File: src/rtl/mips_pkg.sv
// Shared types and constants for the 5-stage MIPS pipeline.
// Imported by every stage and by the forwarding helpers.
package mips_pkg;

  localparam int DEF_DATA_W     = 32;
  localparam int DEF_REG_ADDR_W = 5;

  localparam logic [1:0] ALU_ADD = 2'b00;
  localparam logic [1:0] ALU_XOR = 2'b01;
  localparam logic [1:0] ALU_SUB = 2'b10;
  localparam logic [1:0] ALU_SLT = 2'b11;

  typedef struct packed {
    logic       reg_write;
    logic       mem_read;
    logic       mem_write;
    logic       mem_to_reg;
    logic       alu_src;
    logic [1:0] alu_control;
  } id_ex_ctrl_t;

  localparam id_ex_ctrl_t CTRL_NOP = '{
    reg_write:   1'b0,
    mem_read:    1'b0,
    mem_write:   1'b0,
    mem_to_reg:  1'b0,
    alu_src:     1'b0,
    alu_control: ALU_ADD
  };

endpackage

File: src/rtl/fwd_unit.sv
// Operand forwarding select for one source register.
// EX/MEM beats MEM/WB; register 0 is never forwarded.
module fwd_unit #(
  parameter int DATA_W     = 32,
  parameter int REG_ADDR_W = 5
) (
  input  logic [REG_ADDR_W-1:0] src,
  input  logic [DATA_W-1:0]     reg_data,
  input  logic                  exm_reg_write,
  input  logic [REG_ADDR_W-1:0] exm_rd,
  input  logic [DATA_W-1:0]     exm_result,
  input  logic                  wb_reg_write,
  input  logic [REG_ADDR_W-1:0] wb_rd,
  input  logic [DATA_W-1:0]     wb_result,
  output logic [DATA_W-1:0]     data
);

  logic exm_hit;
  logic wb_hit;
  logic wb_sel;

  assign exm_hit = exm_reg_write
                && (exm_rd != '0)
                && (exm_rd == src);

  assign wb_hit = wb_reg_write
               && (wb_rd != '0)
               && (wb_rd == src);

  // wb only selected when the younger result misses
  assign wb_sel = wb_hit && !exm_hit;

  always_comb begin
    data = reg_data;
    unique case (1'b1)
      exm_hit: data = exm_result;
      wb_sel:  data = wb_result;
      default: data = reg_data;
    endcase
  end

endmodule

File: src/rtl/id_ex_stage.sv
// ID/EX pipeline register with operand forwarding,
// load-use hazard detection and bubble insertion.
module id_ex_stage
  import mips_pkg::*;
#(
  parameter int DATA_W     = DEF_DATA_W,
  parameter int REG_ADDR_W = DEF_REG_ADDR_W
) (
  input  logic                  clk,
  input  logic                  reset,
  input  logic                  id_valid,
  input  logic [REG_ADDR_W-1:0] id_rs,
  input  logic [REG_ADDR_W-1:0] id_rt,
  input  logic [REG_ADDR_W-1:0] id_rd,
  input  logic                  id_uses_rt,
  input  logic [DATA_W-1:0]     id_rs_data,
  input  logic [DATA_W-1:0]     id_rt_data,
  input  logic [DATA_W-1:0]     id_imm,
  input  logic                  id_alu_src,
  input  logic [1:0]            id_alu_control,
  input  logic                  id_reg_write,
  input  logic                  id_mem_read,
  input  logic                  id_mem_write,
  input  logic                  id_mem_to_reg,
  input  logic                  stall_in,
  input  logic                  flush_in,
  input  logic                  exm_reg_write,
  input  logic [REG_ADDR_W-1:0] exm_rd,
  input  logic [DATA_W-1:0]     exm_result,
  input  logic                  wb_reg_write,
  input  logic [REG_ADDR_W-1:0] wb_rd,
  input  logic [DATA_W-1:0]     wb_result,
  output logic [DATA_W-1:0]     bus_a,
  output logic [DATA_W-1:0]     bus_b,
  output logic [1:0]            alu_control,
  output logic                  ex_valid,
  output logic [REG_ADDR_W-1:0] ex_rd,
  output logic                  ex_reg_write,
  output logic                  ex_mem_read,
  output logic                  ex_mem_write,
  output logic                  ex_mem_to_reg,
  output logic [DATA_W-1:0]     ex_store_data,
  output logic                  load_use_stall
);

  typedef struct packed {
    logic                  valid;
    logic [REG_ADDR_W-1:0] rs;
    logic [REG_ADDR_W-1:0] rt;
    logic [REG_ADDR_W-1:0] rd;
    logic [DATA_W-1:0]     rs_data;
    logic [DATA_W-1:0]     rt_data;
    logic [DATA_W-1:0]     imm;
    id_ex_ctrl_t           ctrl;
  } id_ex_t;

  id_ex_t ex_q;
  id_ex_t ex_d;
  id_ex_t id_pkt;

  logic              rs_hit;
  logic              rt_hit;
  logic [DATA_W-1:0] fwd_a;
  logic [DATA_W-1:0] fwd_b;

  always_comb begin
    id_pkt.valid            = id_valid;
    id_pkt.rs               = id_rs;
    id_pkt.rt               = id_rt;
    id_pkt.rd               = id_rd;
    id_pkt.rs_data          = id_rs_data;
    id_pkt.rt_data          = id_rt_data;
    id_pkt.imm              = id_imm;
    id_pkt.ctrl.reg_write   = id_reg_write;
    id_pkt.ctrl.mem_read    = id_mem_read;
    id_pkt.ctrl.mem_write   = id_mem_write;
    id_pkt.ctrl.mem_to_reg  = id_mem_to_reg;
    id_pkt.ctrl.alu_src     = id_alu_src;
    id_pkt.ctrl.alu_control = id_alu_control;
  end

  // Load in EX whose destination the decoding instruction reads
  assign rs_hit = (ex_q.rd == id_rs);
  assign rt_hit = id_uses_rt && (ex_q.rd == id_rt);

  assign load_use_stall = !flush_in
                       && ex_q.valid
                       && ex_q.ctrl.mem_read
                       && (ex_q.rd != '0)
                       && id_valid
                       && (rs_hit || rt_hit);

  always_comb begin
    ex_d = ex_q;
    if (flush_in) begin
      ex_d      = '0;
      ex_d.ctrl = CTRL_NOP;
    end else if (stall_in) begin
      ex_d = ex_q;
    end else if (load_use_stall) begin
      ex_d      = '0;
      ex_d.ctrl = CTRL_NOP;
    end else begin
      ex_d = id_pkt;
    end
  end

  always_ff @(posedge clk or posedge reset) begin
    if (reset) begin
      ex_q <= '0;
    end else begin
      ex_q <= ex_d;
    end
  end

  fwd_unit #(
    .DATA_W     (DATA_W),
    .REG_ADDR_W (REG_ADDR_W)
  ) u_fwd_a (
    .src           (ex_q.rs),
    .reg_data      (ex_q.rs_data),
    .exm_reg_write (exm_reg_write),
    .exm_rd        (exm_rd),
    .exm_result    (exm_result),
    .wb_reg_write  (wb_reg_write),
    .wb_rd         (wb_rd),
    .wb_result     (wb_result),
    .data          (fwd_a)
  );

  fwd_unit #(
    .DATA_W     (DATA_W),
    .REG_ADDR_W (REG_ADDR_W)
  ) u_fwd_b (
    .src           (ex_q.rt),
    .reg_data      (ex_q.rt_data),
    .exm_reg_write (exm_reg_write),
    .exm_rd        (exm_rd),
    .exm_result    (exm_result),
    .wb_reg_write  (wb_reg_write),
    .wb_rd         (wb_rd),
    .wb_result     (wb_result),
    .data          (fwd_b)
  );

  assign bus_a         = fwd_a;
  assign bus_b         = ex_q.ctrl.alu_src ? ex_q.imm : fwd_b;
  assign ex_store_data = fwd_b;
  assign alu_control   = ex_q.ctrl.alu_control;
  assign ex_valid      = ex_q.valid;
  assign ex_rd         = ex_q.rd;
  assign ex_reg_write  = ex_q.ctrl.reg_write;
  assign ex_mem_read   = ex_q.ctrl.mem_read;
  assign ex_mem_write  = ex_q.ctrl.mem_write;
  assign ex_mem_to_reg = ex_q.ctrl.mem_to_reg;

endmodule

File: config.mk
export PLATFORM = sky130hd
export DESIGN_NAME = id_ex_stage
export DESIGN_NICKNAME = d
export VERILOG_FILES = /design/src/rtl/mips_pkg.sv /design/src/rtl/fwd_unit.sv /design/src/rtl/id_ex_stage.sv
export SDC_FILE = /design/constraint.sdc
export NUM_CORES = 1
export LEC_CHECK = 0
export ABC_AREA = 1
export CAP_MARGIN = 20
export CORE_ASPECT_RATIO = 1.2
export CORE_MARGIN = 2
export CORE_UTILIZATION = 30
export DETAILED_ROUTE_END_ITERATION = 8
export GPL_ROUTABILITY_DRIVEN = 1
export GPL_TIMING_DRIVEN = 0
export PLACE_DENSITY = 0.7
export SLEW_MARGIN = 20
export SYNTH_ARGS = -nofsm -noshare
export SYNTH_HDL_FRONTEND = slang
export SYNTH_SLANG_ARGS = --single-unit
File: constraint.sdc
create_clock -name clk -period 6.7 [get_ports clk]
set_input_delay 1.675 -clock clk [delete_from_list [all_inputs] [get_ports clk]]
set_output_delay 1.675 -clock clk [all_outputs]
set_load 0.01 [all_outputs]
==> reports/results.tsv, run 1 <==
metric	value	unit
status	finished clean	
met3 usage	0.0446	
Post-synth top cells	nand2_1 (428), nand3_1 (286), dfrtp_1 (119)	
drt wl/cell	18.8	microns
Cell Area, Synth	7310	sq um
Synth Register Bits	119	
top cell type's share of synthesized area	0.407	
PwrDens	195	nW/um^2
reg2reg setup slack	4.80	ns
number of synthesized flops with an enable pin	0	
All-Layer GR Usage	0.243	
post-route antenna net violation count	0	
Syn. warnings	0	
register area share after synthesis	0.407	
critical path, cell by cell	clkdlybuf4s50_1 -> nor2_1 -> nand3_1 -> nand2_1 -> inv_1 -> nand3_1 -> buf_2 -> nand3_1 -> nand3_1 -> nand2_1 -> nand2_1 -> clkdlybuf4s50_1	
final RePlAce weighted congestion	0.899	
first-pass GRT wire length	47.9	mm
fin. max-slew vios	0	
io pins	309	
Setup-failing EPs final	0	
# Max-Cap Violations	0	
hold slack	0.480	ns
Core Rows	62	
Unique masters post-synth	29	
final net count	1550	
Initial Util	0.305	
port bufs	308	
1st-iter DRT viols	562	
CTS tree	done	
DRC Markers	0	
CTS Sinks	119	
Worst Clk Skew	0.0112	ns
Pre-Repair DR Iteration Count	5	
vias in the first global route	8327	
post_cts resized	0	
Biggest register	ex_q	
worst vdd ir	0.165	mV
via count	8387	
dpl hpwl	24.0	mm
# H-tree levels	4	
Async SR Flop Fraction	1.00	
worst path bufs/invs	4	
Final Power	2.23	mW
Lkg Pwr	5.59	nW
Crit. End Element	output pin	
Max Fclk	0.166	GHz
Most Frequent Cell on Critical Path	nand3_1	
Crit-path slowest cell	clkdlybuf4s50_1	
Die Ht	175	microns
Post-CTS Setup Bufs	0	
Syn-to-layout area delta	56.4	%
die area	25600	sq um
min cycle time layout	6.02	ns
width of the die	146	microns
max FFs per register	107	
global route hottest layer	met2	
hold crit path type	flop to flop	
Global Route met2 Usage	0.426	
worst setup path class	input pin to output pin	
Core Region	24000	sq um
most frequent cell after synthesis	nand2_1	
clock root buffer	clkbuf_16	
Clock Latency Late Sink	0.42	ns
Gate Count Post-Synth	1022	
Final Cycle Share	0.898	
Startpoint Class	input pin	
Hold Vio Cnt, Final	0	
number of hold buffers added after cts	0	
initial antenna violation count	0	
Clk pin slew, worst setup/hold paths	0.06	ns
clk buf depth	2	
CP Max Fanout	10	
Top FF cell, synth	dfrtp_1	
delay-heaviest family, CP	buffers and inverters	
Synth Area per Inst	7.15	sq um
worst slew pin tran	0.710	ns
largest net degree at the start of global routing	74	
layout cell share with drive strength beyond 1	0.0917	
max_slew headroom	0.527	
Crit path largest cell delay	0.54	ns
library cell with the largest summed area after synthesis	dfrtp_1	
final worst setup slack	0.683	ns
RSZ-0062 raised after global routing	false	
Mapped Nets	1222	
drt total wl	31.6	mm
total CTS buffers	17	
Worst EP required	5.03	ns
Vias/cell	4.98	
Place WS	0.690	ns
Arr. time, crit path	4.34	ns
met1 usage	0.298	
remaining global-route overflow	0	
Area contributors post-synth	dfrtp_1 (41%), nand2_1 (22%), nand3_1 (20%), nand3_2 (4.2%), buf_6 (2.8%)	
## layout by cell type, fill, tap and decap left out, drive strengths merged
cell type / count
a21oi: 1
buf: 52
clkbuf: 49
bufinv: 3
nand4: 1
nor2: 18
o21ai: 1
nor3: 3
nor2b: 1
xnor2: 11
dfrtp: 119
xor2: 12
clkinv: 9
nor3b: 1
nand3b: 2
nand2: 429
nand3: 318
o22ai: 1
diode: 1
clkdlybuf4s50: 308
clkinvlp: 1
inv: 23
## final cells by class
cell class / instances / area (sq um)
flip-flops and latches: 119 / 2980
fillers: 2381 / 12500
repair buffers: 309 / 3110
inverters: 21 / 83.8
clock buffers: 17 / 425
clock inverters: 15 / 179
well taps: 320 / 400
plain buffers: 83 / 508
diodes: 1 / 2.50
multi-input cells: 799 / 3740
## final timing paths
| check | from | end | cells past startpoint |
|---|---|---|---|
| setup / recovery | wb_rd[1] | bus_b[30] | 12 |
| hold / removal | ex_q[9] | ex_q[9] | 2 |
| setup reg to reg | ex_rd[4] | ex_q[72] | 9 |
| hold reg to reg | ex_q[9] | ex_q[9] | 2 |
| max in group asynchronous | reset | ex_q[37] | 3 |
| min in group asynchronous | reset | ex_q[27] | 2 |
## cell families after synthesis
family                    share of synthesized area
DFF                                           0.407
and+or+nand+nor                               0.481
buffers and inverters                        0.0803
xor gates and xnor gates                     0.0286
AOI/OAI and AO/OA                           0.00222
## layer usage
metal	vias to the layer above	part of all wire
met5	-	0
met4	0	0.030
met3	55	0.057
met2	315	0.50
met1	4027	0.41
li1	3990	-
## stage by stage
| stage | area (sq um) | utilization | TNS (ns) | std cells |
|---|---|---|---|---|
| 5_1_grt | 11400 | 0.477 | 0 | 1683 |
| 2_1_floorplan | 7310 | - | 0 | 1022 |
| 3_3_place_gp | 10800 | 0.450 | -11.07 | 1650 |
| 4_1_cts | 11400 | 0.477 | 0 | 1683 |
| 3_5_place_dp | 10800 | 0.452 | 0 | 1651 |
| 6_report | 11400 | 0.477 | 0 | 1684 |
## worst reg2reg max path, cell delays in order (launching register included)
cell	delay (ns)
dfrtp_1	0.43
xor2_1	0.18
nor2_1	0.12
nand3_1	0.09
nand2_1	0.07
nand3_1	0.23
buf_4	0.32
buf_6	0.19
nand3_1	0.09
nand2_1	0.07
## power breakdown
part,total (mW),internal [mW],switching (mW)
clock network,0.956,0.587,0.368
logic,0.488,0.256,0.232
registers,0.787,0.759,0.0280
total,2.23,1.60,0.628
(Power assumes the default switching activity.)
==> inputs of run 2 (changes only) <==
Settings changed: SKIP_LAST_GASP set to 1.
==> results of run 2 <==
Final layout, timing and power as in run 1 (identical DEF).
